`src/rtl/mem_port_bridge.sv`:
```
// Multi-channel bridge between core request/response streams and valid/ready memory ports,
// with per-channel credits and in-order response buffering. Define MEM_PORT_BRIDGE_RESP_BYPASS_EN for 0-cycle responses.
module mem_port_bridge #(
  parameter int NUM_CH = 2,
  parameter int ADDR_W = 32,
  parameter int DATA_W = 32,
  parameter int DEPTH  = 4
) (
  input  logic                       clock,
  input  logic                       reset,
  input  logic [NUM_CH-1:0]          core_req_valid,
  output logic [NUM_CH-1:0]          core_req_ready,
  input  logic [NUM_CH*ADDR_W-1:0]   core_req_addr,
  input  logic [NUM_CH*DATA_W-1:0]   core_req_data,
  input  logic [NUM_CH-1:0]          core_req_fcn,
  input  logic [NUM_CH*3-1:0]        core_req_typ,
  output logic [NUM_CH-1:0]          mem_req_valid,
  input  logic [NUM_CH-1:0]          mem_req_ready,
  output logic [NUM_CH*ADDR_W-1:0]   mem_req_addr,
  output logic [NUM_CH*DATA_W-1:0]   mem_req_data,
  output logic [NUM_CH-1:0]          mem_req_fcn,
  output logic [NUM_CH*3-1:0]        mem_req_typ,
  input  logic [NUM_CH-1:0]          mem_resp_valid,
  input  logic [NUM_CH*DATA_W-1:0]   mem_resp_data,
  output logic [NUM_CH-1:0]          core_resp_valid,
  input  logic [NUM_CH-1:0]          core_resp_ready,
  output logic [NUM_CH*DATA_W-1:0]   core_resp_data,
  output logic [NUM_CH*ADDR_W-1:0]   core_resp_addr,
  output logic [NUM_CH-1:0]          err_spurious
);

  localparam int CW = $clog2(DEPTH + 1);
  localparam int PW = $clog2(DEPTH);

  assign mem_req_addr = core_req_addr;
  assign mem_req_data = core_req_data;
  assign mem_req_fcn  = core_req_fcn;
  assign mem_req_typ  = core_req_typ;

  // Handshakes: a transfer happens on a cycle where valid & ready are both high; valid never
  // waits on ready, and a source holds its payload until the transfer. mem_resp_valid is a
  // pulse that cannot be stalled, which is why credits are only returned on core consumption.
  for (genvar i = 0; i < NUM_CH; i++) begin : g_ch
    logic [CW-1:0]     outs;   // address FIFO occupancy == requests in flight or buffered
    logic [CW-1:0]     r_cnt;  // response FIFO occupancy
    logic [PW-1:0]     a_wr, a_rd, r_wr, r_rd;
    logic [ADDR_W-1:0] addr_mem [DEPTH];
    logic [DATA_W-1:0] data_mem [DEPTH];
    logic              credit_ok, req_fire, pending, resp_hit;
    logic              bypass, resp_fire, push, pop_r, err_q;

    assign credit_ok         = (outs < CW'(DEPTH));
    assign mem_req_valid[i]  = core_req_valid[i] & credit_ok;
    assign core_req_ready[i] = mem_req_ready[i] & credit_ok;
    assign req_fire          = core_req_valid[i] & core_req_ready[i];

    assign pending  = (outs != r_cnt);
    assign resp_hit = mem_resp_valid[i] & pending;

`ifdef MEM_PORT_BRIDGE_RESP_BYPASS_EN
    assign bypass = resp_hit & (r_cnt == '0);
`else
    assign bypass = 1'b0;
`endif

    assign core_resp_valid[i] = (r_cnt != '0) | bypass;
    assign core_resp_data[i*DATA_W +: DATA_W] =
      bypass ? mem_resp_data[i*DATA_W +: DATA_W] : data_mem[r_rd];
    assign core_resp_addr[i*ADDR_W +: ADDR_W] = addr_mem[a_rd];
    assign err_spurious[i]    = err_q;

    // A bypassed response that is consumed immediately never touches the response FIFO.
    assign resp_fire = core_resp_valid[i] & core_resp_ready[i];
    assign push      = resp_hit & ~(bypass & core_resp_ready[i]);
    assign pop_r     = resp_fire & ~bypass;

    always_ff @(posedge clock) begin
      if (reset) begin
        outs  <= '0;
        r_cnt <= '0;
        a_wr  <= '0;
        a_rd  <= '0;
        r_wr  <= '0;
        r_rd  <= '0;
        err_q <= 1'b0;
      end else begin
        if (req_fire)  a_wr <= a_wr + PW'(1);
        if (resp_fire) a_rd <= a_rd + PW'(1);
        if (push)      r_wr <= r_wr + PW'(1);
        if (pop_r)     r_rd <= r_rd + PW'(1);

        if (req_fire && !resp_fire)      outs <= outs + CW'(1);
        else if (!req_fire && resp_fire) outs <= outs - CW'(1);

        if (push && !pop_r)      r_cnt <= r_cnt + CW'(1);
        else if (!push && pop_r) r_cnt <= r_cnt - CW'(1);

        if (mem_resp_valid[i] && !pending) err_q <= 1'b1;
      end
    end

    always_ff @(posedge clock) begin
      if (req_fire) addr_mem[a_wr] <= core_req_addr[i*ADDR_W +: ADDR_W];
      if (push)     data_mem[r_wr] <= mem_resp_data[i*DATA_W +: DATA_W];
    end
  end

endmodule

```
`config.mk`:
```
export PLATFORM = sky130hd
export DESIGN_NAME = mem_port_bridge
export DESIGN_NICKNAME = d
export VERILOG_FILES = /design/src/rtl/mem_port_bridge.sv
export SDC_FILE = /design/constraint.sdc
export NUM_CORES = 1
export LEC_CHECK = 0
export ABC_AREA = 1
export CORE_MARGIN = 8
export CORE_UTILIZATION = 40
export DETAILED_ROUTE_END_ITERATION = 8
export PLACE_DENSITY_LB_ADDON = 0.25
export SKIP_LAST_GASP = 1
export SLEW_MARGIN = 25
export SYNTH_ARGS = -nofsm -noshare
export SYNTH_HDL_FRONTEND = slang
export SYNTH_SLANG_ARGS = --single-unit
```
`constraint.sdc`:
```
create_clock -name clock -period 2.7 [get_ports clock]
set_input_delay 0.405 -clock clock [delete_from_list [all_inputs] [get_ports clock]]
set_output_delay 0.405 -clock clock [all_outputs]
set_load 0.02 [all_outputs]
```
# Word-level counts from Yosys, hierarchy flattened
# Memory sizes are Yosys's and may differ from the RTL's. A register that Yosys moved wholly into a read port is not among the register bits.
# Cells that the tools add are included.
dict set report totals {
  ram_bits 512
  memories 4
  latchBits 0
  out_inout_bits 272
  in_bits 210
  register_bits 30
  mem_bits_ro 0
  wordCells 96
}
dict set report classes {
  n_div 0
  magnitude_cmp 2
  bitwise 10
  n_addsub 16
  n_mux 24
  n_eq_ne 2
  n_mul 0
  shift 0
  reduce_logical 24
}
# memory depth word_bits read_ports rd_ports_with_merged_regs write_ports line
set memory_table {}
lappend memory_table {{g_ch[0].addr_mem} 4 32 1 1 1 47} ;# logic [ADDR_W-1:0] addr_mem [DEPTH];
lappend memory_table {{g_ch[0].data_mem} 4 32 1 1 1 48} ;# logic [DATA_W-1:0] data_mem [DEPTH];
lappend memory_table {{g_ch[1].addr_mem} 4 32 1 1 1 47}
lappend memory_table {{g_ch[1].data_mem} 4 32 1 1 1 48}
# cell count
set ops {}
lappend ops {{$mux 3} 8}
lappend ops {{$add 2x1->2 const B} 8}
lappend ops {{$mux 2} 8}
lappend ops {{$add 3x1->3 const B} 4}
lappend ops {{$sub 3x1->3 const B} 4}
lappend ops {{$and 1x1->1} 10}
lappend ops {{$logic_and 1x1->1} 10}
lappend ops {{$logic_not 1->1} 8}
lappend ops {{$mux 1} 8}
lappend ops {{$reduce_bool 2->1} 4}
lappend ops {{$lt 3x3->1 const B} 2}
lappend ops {{$ne 3x3->1} 2}
lappend ops {{$reduce_bool 3->1} 2}

# Logic depth before layout (Yosys ltp)
dict set report logic_depth {
  word_depth 7
  mapped_depth 15
  depth_no_buf 15
}

# Worst setup path before layout
# OpenSTA, ideal clock, no wires.
dict set report synth_path {
  kind {input to register}
  startpoint {in core_req_valid[1]}
  endpoint {mem g_ch[1].addr_mem[0][0], enable pin}
  setup_slack_ns -0.065
  path_buffers 0
  setup_time_ns 0.421
  path_stages 4
  required_time_ns 2.279
  t_arrival_ns 2.344
  path_cell_list {inv_1 nor2_1 nand2_2 nor2_1}
}
dict set report synth_via {
  elab_chain_len 3
}
# item line
set synth_lines {}
lappend synth_lines {{from (decl)} 11} ;# input logic [NUM_CH-1:0] core_req_valid,
lappend synth_lines {{$and 1x1->1} 55} ;# assign req_fire = core_req_valid[i] & core_req_ready[i];
lappend synth_lines {{$mux 1} 103} ;# if (req_fire) addr_mem[a_wr] <= core_req_addr[i*ADDR_W +: ADDR_W];
lappend synth_lines {{$mux 1 (implied by the code)} 103}
lappend synth_lines {{to (decl)} 47}
# No other way between the ends.

==> metrics.md <==
| Metric | Value |
|---|---|
| Post-CTS Setup Bufs | 0 |
| Post-synth EDFFs | slightly above 500 |
| TritonCTS buffer count | 57 |
| FP Rows | 86 |
| Crit path DAT | 2.24 ns |
| Max cap viols | 0 |
| Worst setup margin | between 0.05 and 0.06 ns |
| Vias | 13259 |
| Hold path startpoint | mem_resp_data[7] |
| Root Buffer | clkbuf_16 |
| Core ar. | 54800 sq um |
| Initial core utilization | 0.402 |
| Via-per-instance ratio | 5.07 |
| Cell area after synthesis | roughly 22000 sq um |
| Routability cong. | 0.728 |
| Initial antenna violation count | 5 |
| Yosys reg bits | 550 |
| Top sig layer | met5 |
| Residual DRC count | 0 |
| Final setup fails | 0 |
| CP max-delay cell | clkdlybuf4s50_1 |
| CTS Buffer Depth | 3 |
| Final hold violations | 0 |
| DR pass1 iterations | 4 |
| Layout area overhead | 24.4% |
| Ys async rst share | 0 |
| Most frequent cell after synthesis | edfxtp_1 |
| Nature of the critical path endpoint | primary output |
| Setup Slack @ Placement | 0.316 ns |
| Worst Hold Endpoint | g_ch[0].data_mem[3][7] |
| Syn Area/Cell | 13.5 sq um |
| Post-synthesis mux area share | 0 |
| Worst R2R Setup Slack | 0.54 ns |
| RSZ-0062 raised after global routing | yes |
| Final core utilization | 0.501 |
| Clk sinks | 550 |
| Clock transition at path regs | approximately 0.060 ns |
| Met2 wire len | 25700 um |
| Status | complete, no violations |
| Worst vdd ir | 0.513 mV |
| Max-slew violation count | 0 |
| Crit Path Max Fanout | 32 |
| CTS H-tree lvls | 2 |
| Setup_tns | 0 ns |
| Clk_skew | 0.0156 ns |
| Slew margin rel. | 0.715 |
| XOR/XNOR share of the synthesized area | 0.00199 |
| Final std cells w/o fill | 2617 |
| Initial drt markers | 920 |
| Worst r2r path cells | 9 |
| Die Y | 251 um |
| Top FF cell, synth | edfxtp_1 |
| Slew @ Worst Pin | about 0.43 ns |
| Largest net degree at the start of global routing | 65 |
| Fin crit share | 0.979 |
| Critical-path cell list | buf_8, o21ai_0, o22ai_1, clkdlybuf4s50_1 |
| CP Launch Type | flop |
| Final wirelength | 52900 um |
| Max frequency | 0.378 GHz |
| Port Buffers | about 340 |
| Nets | 2101 |
| Dominant cells by area after synthesis | edfxtp_1, buf_4, o21ai_0 |
| Hold path depth | 1 |
| Syn Nets | 1872 |
| Post-route minimum period | 2.64 ns |
| # diodes | 0 |
| Main combinational cell family by area after synthesis | compound AO/OA/AOI/OAI gates |
| Share of cells above drive strength 1 | 0.0915 |
| ANT nets after route | 0 |
| Static Leakage | roughly 0.0097 uW |
| Post-Synth Simple-Gate Area | 0.0603 |
| Synth top area share | 0.698 |
| Distinct cell type count after synthesis | 27 |
| Compound-Gate Fraction of Synth Area | 0.107 |
| Die extent in x | 251 um |
| WL per Instance | 20.2 um |
| Gr ovfl total | 0 |
| Wire length on met3 | 3350 um |
| DP Wirelength | about 33000 um |
| Commonest cells in the synthesized netlist | edfxtp_1, nor2_1, o21ai_0, buf_4, o22ai_1 |
| Crit Reg-Reg Endpoint | g_ch[0].r_cnt[1] |
| Total track usage | 0.162 |
| First-pass GRT wire length | 80000 um |
| Die Area | ~63000 sq um |
| PD cells | approximately 970 nW/um^2 |
| Hold Crit Class | in2reg |
| WS Path Type | reg2out |
| Clock Latency Late Sink | 0.59 ns |
| I/O Pins | 482 |
| Adder-cell share of the synthesized area | 0.0150 |
| Number of global-route vias before repair | 13095 |
| Post-synthesis sequential area ratio | 0.732 |
| CP peak stage delay | 0.65 ns |
| CP Data Required Time | 2.30 ns |
| Ys Warns | 0 |
| CTS tree | built |
| Hold_buf cts | 0 |
| Met1 WL | ~22000 um |
| Mapped Cells | 1638 |
| Synth area leader | edfxtp_1 |
| Post-placement cell count | roughly 2500 |
| Overall power | 26500 uW |
| Worst r2r src | g_ch[0].outs[2] |
-- state kept, by name, indices dropped and copies added, names as in the netlist, named ones only --
| signal | cells |
|---|---|
| g_ch.a_rd | 4 |
| g_ch.a_wr | 4 |
| g_ch.addr_mem | 256 |
| g_ch.data_mem | 256 |
| g_ch.err_q | 2 |
| g_ch.outs | 6 |
| g_ch.r_cnt | 6 |
| g_ch.r_rd | 4 |
| g_ch.r_wr | 4 |
-- logic make-up (layout without fill, tap and decap cells) --
family,after synthesis,after routing
AO/OA/AOI/OAI,436,436
XOR/XNOR,5,5
adder cells (fa/ha/maj),24,24
buffers and inverters,284,559
flip-flops,550,550
AND/OR/NAND/NOR,339,339
-- how the worst max path moves through the flow --
stage	slack (ns)	endpoint	cells past startpoint	startpoint
6_report	0.06	core_resp_data[24]	4	flop
2_1_floorplan	-0.07	g_ch[1].addr_mem[0][0]	4	core_req_valid[1]
3_5_place_dp	0.32	g_ch[0].r_cnt[2]	11	mem_resp_valid[0]
3_3_place_gp	0.33	g_ch[0].r_cnt[2]	10	mem_resp_valid[0]
4_1_cts	-0.13	core_resp_data[39]	4	flop
5_1_grt	-0.04	core_resp_addr[27]	4	flop
-- area by class of cell --
cell class	count	area, sq um
inverter	68	309
timing repair buffer	386	4030
multi-input combinational	804	4150
clock buffer	70	1520
clock inverter	35	380
fill	4703	27400
tap	704	881
sequential	550	16200
-- per-stage QoR --
step / hold slack, ns / instance area (sq um)
2_1_floorplan: 0.424 / 22000
3_3_place_gp: 0.449 / 25400
6_report: 0.447 / 27400
4_1_cts: 0.399 / 27300
3_5_place_dp: 0.455 / 25400
5_1_grt: 0.413 / 27400
-- routing by layer --
metal / up-vias / global-route usage
li1: 6284 / -
met1: 6486 / 0.200
met2: 355 / 0.272
met3: 130 / 0.0397
met4: 4 / 0.0688
met5: - / 0
-- critical path: cells and delay by family, from the launching register on --
| family | cells | cell delay, ns |
|---|---|---|
| flops | 1 | 0.40 |
| compound gates | 2 | 0.35 |
| buf+inv | 2 | 0.89 |
-- report_power, final --
part | internal (uW) | switching, uW | leakage [uW] | total, uW
Combinational | 2780 | 4890 | 0.00382 | 7670
Clock | 4740 | 3140 | 0.000927 | 7890
Sequential | 10500 | 410 | 0.00498 | 10900
-- cells in the final DEF, fill, tap and decap left out, types with 5 or more instances in the layout --
| cell type | count |
|---|---|
| edfxtp_1 | 512 |
| clkbuf_1 | 11 |
| dlymetal6s2s_1 | 37 |
| bufinv_16 | 8 |
| o21ai_1 | 48 |
| o22ai_1 | 128 |
| inv_2 | 6 |
| ha_1 | 20 |
| clkinv_2 | 8 |
| inv_1 | 56 |
| nor2_1 | 275 |
| nand2_1 | 32 |
| buf_12 | 18 |
| a21oi_1 | 31 |
| clkbuf_16 | 59 |
| nor2_4 | 12 |
| clkinv_1 | 13 |
| buf_4 | 24 |
| nor2_2 | 5 |
| dfxtp_1 | 32 |
| o21ai_0 | 227 |
| clkdlybuf4s50_1 | 215 |
| dlygate4sd2_1 | 85 |
-- what timing repair did --
action,in CTS,in global routing
endpoints found under the setup margin,128,38
resized for setup,108,39
cloned,2,0
Power figures use the tool's default switching activity.
